File: src/rtl/fifo_write_arbiter.sv
// rtl/fifo_write_arbiter.sv - round-robin bounded-burst arbiter for the FIFO write port
module fifo_write_arbiter #(
  parameter int N         = 4,
  parameter int WIDTH     = 8,
  parameter int MAX_BURST = 4,
  parameter int CNT_W     = 3,
  parameter int IDX_W     = 2
) (
  input  logic                 clk,
  input  logic                 reset,
  input  logic [N-1:0]         req,
  input  logic [N*WIDTH-1:0]   req_data,
  output logic [N-1:0]         ack,
  input  logic                 fifo_full,
  output logic                 fifo_wr,
  output logic [WIDTH-1:0]     fifo_data,
  output logic                 busy,
  output logic [IDX_W-1:0]     owner
);

  typedef enum logic {IDLE, BURST} state_t;

  state_t           state;
  logic [IDX_W-1:0] own_q;
  logic [IDX_W-1:0] last_q;
  logic [CNT_W-1:0] cnt_q;

  logic             pick_valid;
  logic [IDX_W-1:0] pick_idx;
  logic             own_req;
  logic [IDX_W-1:0] sel;
  logic [CNT_W-1:0] cnt_next;

  // Round-robin search: first requester after last_q, wrapping N-1 -> 0.
  // Scanning distances from far to near lets the nearest hit overwrite.
  always_comb begin
    pick_valid = 1'b0;
    pick_idx   = '0;
    for (int k = N; k >= 1; k--) begin
      for (int i = 0; i < N; i++) begin
        if (i == (int'(last_q) + k) % N && req[i]) begin
          pick_valid = 1'b1;
          pick_idx   = IDX_W'(i);
        end
      end
    end
  end

  // Request line of the current burst owner.
  always_comb begin
    own_req = 1'b0;
    for (int i = 0; i < N; i++) begin
      if (own_q == IDX_W'(i)) own_req = req[i];
    end
  end

  // Zero-latency grant: in IDLE the fresh pick is acked, in BURST only the owner.
  always_comb begin
    ack = '0;
    sel = (state == IDLE) ? pick_idx : own_q;
    if (!reset && !fifo_full) begin
      for (int i = 0; i < N; i++) begin
        if (state == IDLE) begin
          if (pick_valid && pick_idx == IDX_W'(i)) ack[i] = 1'b1;
        end else begin
          if (own_req && own_q == IDX_W'(i)) ack[i] = 1'b1;
        end
      end
    end
  end

  // Write strobe and data mux; data is forced to zero when nothing is written.
  always_comb begin
    fifo_wr   = |ack;
    fifo_data = '0;
    for (int i = 0; i < N; i++) begin
      if (fifo_wr && sel == IDX_W'(i)) fifo_data = req_data[i*WIDTH +: WIDTH];
    end
  end

  // Status outputs are masked during reset so the first reset cycle is clean.
  always_comb begin
    busy  = !reset && (state == BURST);
    owner = reset ? '0 : own_q;
  end

  assign cnt_next = cnt_q + CNT_W'(1);

  // Ownership FSM: arbitrate in IDLE, count beats in BURST, release on
  // burst limit or when the owner withdraws its request.
  always_ff @(posedge clk) begin
    if (reset) begin
      state  <= IDLE;
      own_q  <= '0;
      last_q <= IDX_W'(N - 1);
      cnt_q  <= '0;
    end else begin
      case (state)
        IDLE: begin
          if (pick_valid && !fifo_full) begin
            own_q <= pick_idx;
            cnt_q <= CNT_W'(1);
            if (MAX_BURST == 1) begin
              last_q <= pick_idx;
            end else begin
              state <= BURST;
            end
          end
        end
        BURST: begin
          if (!own_req) begin
            state  <= IDLE;
            last_q <= own_q;
            cnt_q  <= '0;
          end else if (!fifo_full) begin
            if (cnt_next == CNT_W'(MAX_BURST)) begin
              state  <= IDLE;
              last_q <= own_q;
              cnt_q  <= '0;
            end else begin
              cnt_q <= cnt_next;
            end
          end
        end
        default: state <= IDLE;
      endcase
    end
  end

endmodule

File: config.mk
export PLATFORM = sky130hd
export DESIGN_NAME = fifo_write_arbiter
export DESIGN_NICKNAME = d
export VERILOG_FILES = /design/src/rtl/fifo_write_arbiter.sv
export SDC_FILE = /design/constraint.sdc
export NUM_CORES = 1
export LEC_CHECK = 0
export BUFFER_PORTS_ARGS = -buffer_cell sky130_fd_sc_hd__buf_2
export CAP_MARGIN = 20
export CORE_MARGIN = 8
export CORE_UTILIZATION = 45
export CTS_BUF_LIST = sky130_fd_sc_hd__clkbuf_8
export CTS_CLUSTER_SIZE = 24
export DETAILED_ROUTE_END_ITERATION = 8
export PLACE_DENSITY = 0.86
export SYNTH_ARGS = -nofsm -noshare
export SYNTH_HDL_FRONTEND = slang
export SYNTH_SLANG_ARGS = --single-unit
File: constraint.sdc
create_clock -name clk -period 2.3 [get_ports clk]
set_clock_uncertainty 0.05 [all_clocks]
set_input_delay 0.46 -clock clk [delete_from_list [all_inputs] [get_ports clk]]
set_output_delay 0.46 -clock clk [all_outputs]
set_load 0.02 [all_outputs]
==> flow_summary.ini <==
[routing]
vias = 1493
drtIter0Drc = 84
first_pass_iters = 5
drcViolationCount = 0
viasPerCell = 5.66
wire_per_inst_um = 15.8
ant_nets = 0
wl_um = 4180

[status]
violations = negative setup slack
status = finished, violations left

[clocking]
cts-root-buf = clkbuf_8
path_clk_slew_ps = 40
cts.path.max_buffers = 2
cts_tree = built
cts_num_sinks = 8
hold_buffers = 0
cts_made_buffers = 3
cts-htree-levels = 1
clk_latency_ps = 230

[logic_synthesis]
async_flop_share = 0
ys.flop_type = dfxtp_1
ys_seq_area_frac = 0.138
synthesis.nets = 190
postSynthCellCount = 149
synth_warnings = 0
synth.avg_cell_area_um2 = 7.77
synth-edff-count = 0
yosysUniqueCellTypes = 59
syn_area_um2 = 1160
ys_ff_latch = 8
yosys.area.top_type = dfxtp_1
synth_top_area_frac = 0.138
yosys-top-cells-area = dfxtp_1 (14%), inv_1 (6.5%), a222oi_1 (6.1%)

[finish]
insertedDiodeCount = 0
layout-drive-gt1-share = 0.551
final_area_um2 = 1840
finish.utilization = 0.751
area_growth_pct = 59.4
fin_nets = 277
layout_common_cells = buf_2 (45), buf_4 (38), inv_1 (19)
final_common_cell = buf_2

[sta]
rsz0062_at_grt = yes
fin_ws_ps = -297
relSlewSlack = 0.704
period_needed_ps = 2600
hold_violations = 0
worst_pin_slew_ps = 441
setup_viol = 10
hold_ws_ps = 454
final_max_slew_viol_count = 0
fmax_mhz = 385
period_share = 1.13

[die]
chipHeight_um = 66.7
initial_core_util = 0.471
rows = 18
dieArea_um2 = 4450
dieWidth_um = 66.7
core_um2 = 2450
top_level_ports = 55

[global_route]
grtUsageTotal = 0.181
antenna_found_initial = 0
globalRouteMet2Util = 0.329
gr-usage-met1 = 0.195
grtUsageMet3 = 0.0268
grt-busiest-layer = met2
grt_max_degree = 13
grt.overflow.total = 0
grt_first_pass_wirelength_um = 6450
grt_pass1_vias = 1427

[run]
cap_viol_max_count = 0

[power_and_ir_drop]
peakVddDrop_mv = 0.474
power_leakage_nw = 0.894
finalPower_mw = 0.705
powerDensity_nw_per_um2 = 382

[critical_path]
critPathLaunchType = input port
worstPathArrival_ps = 2090
critPathMaxFanout = 6
path_class = input port to primary output
required_ps = 1790
end_kind = primary output

[place]
portBuffers = 54
preCtsSetupSlack_ps = -319
place_area_um2 = 1650
gp_congestion = 0.925
dp_hpwl_um = 3170

[hold_path]
worst_hold_path_type = register to register
==> path summary, 6_finish.rpt <==
kind	from	end	slack (ps)	cells past startpoint
min reg2reg	cnt_q[2]$_SDFFE_PP0P_	cnt_q[2]$_SDFFE_PP0P_	450	2
max	reset	fifo_data[3]	-300	7
min	cnt_q[2]$_SDFFE_PP0P_	cnt_q[2]$_SDFFE_PP0P_	450	2
max reg2reg	own_q[0]$_SDFFE_PP0P_	last_q[0]$_SDFFE_PP1P_	450	5
==> cells by family after synthesis <==
kind of cell,Yosys count,share of synthesized area
xor+xnor,1,0.00757
flops,8,0.138
simple gates,60,0.331
buf+inv,27,0.102
mux,2,0.0281
compound gates,49,0.372
fa+ha+maj,2,0.0216
==> through the flow <==
step | TNS, ps | std cells
2_1_floorplan | -2730 | 149
3_3_place_gp | -1960 | 255
3_5_place_dp | -2550 | 255
4_1_cts | -2290 | 259
5_1_grt | -3070 | 264
6_report | -2300 | 264
==> worst max-delay path, stage by stage <==
cell,delay [ps]
buf_8,100
or4_4,610
buf_4,180
nor2_4,110
a311oi_1,110
a222oi_1,290
buf_2,220
==> routing by layer <==
layer | wire length [µm] | part of all wire
met5 | 0 | 0
met4 | 110 | 0.026
met3 | 356 | 0.085
met2 | 2120 | 0.51
met1 | 1600 | 0.38
==> timing repair <==
| item | CTS | global route |
|---|---|---|
| pin swaps | 10 | 14 |
| resized for setup | 17 | 17 |
| setup endpoints to repair | 11 | 11 |
| setup buffers | 1 | 4 |
| gates cloned | 0 | 1 |
==> Yosys cell counts, types with 3 or more instances <==
cell	number
a222oi_1	7
clkbuf_1	3
nor2_1	15
and2_2	7
nand2_1	4
dfxtp_1	8
a21oi_1	7
nand3_1	10
a311oi_1	7
inv_1	20
o21ai_0	6
==> layout make-up <==
class / instances / area, µm²
multi-input cells: 115 / 953
fillers: 187 / 611
repair buffers: 88 / 574
flip-flops and latches: 8 / 163
inverters: 20 / 75.1
clock buffers: 3 / 41.3
well taps: 30 / 37.5
==> report_power, final <==
part	switching [mW]	internal [mW]	total (mW)
Sequential	0.0125	0.150	0.162
Combinational	0.192	0.180	0.371
Clock	0.0580	0.114	0.172
==> sequential cells by signal (all words and copies together) (netlist names) <==
name and count:
cnt_q 3, state 1, last_q 2, own_q 2
(Power assumes the default switching activity.)
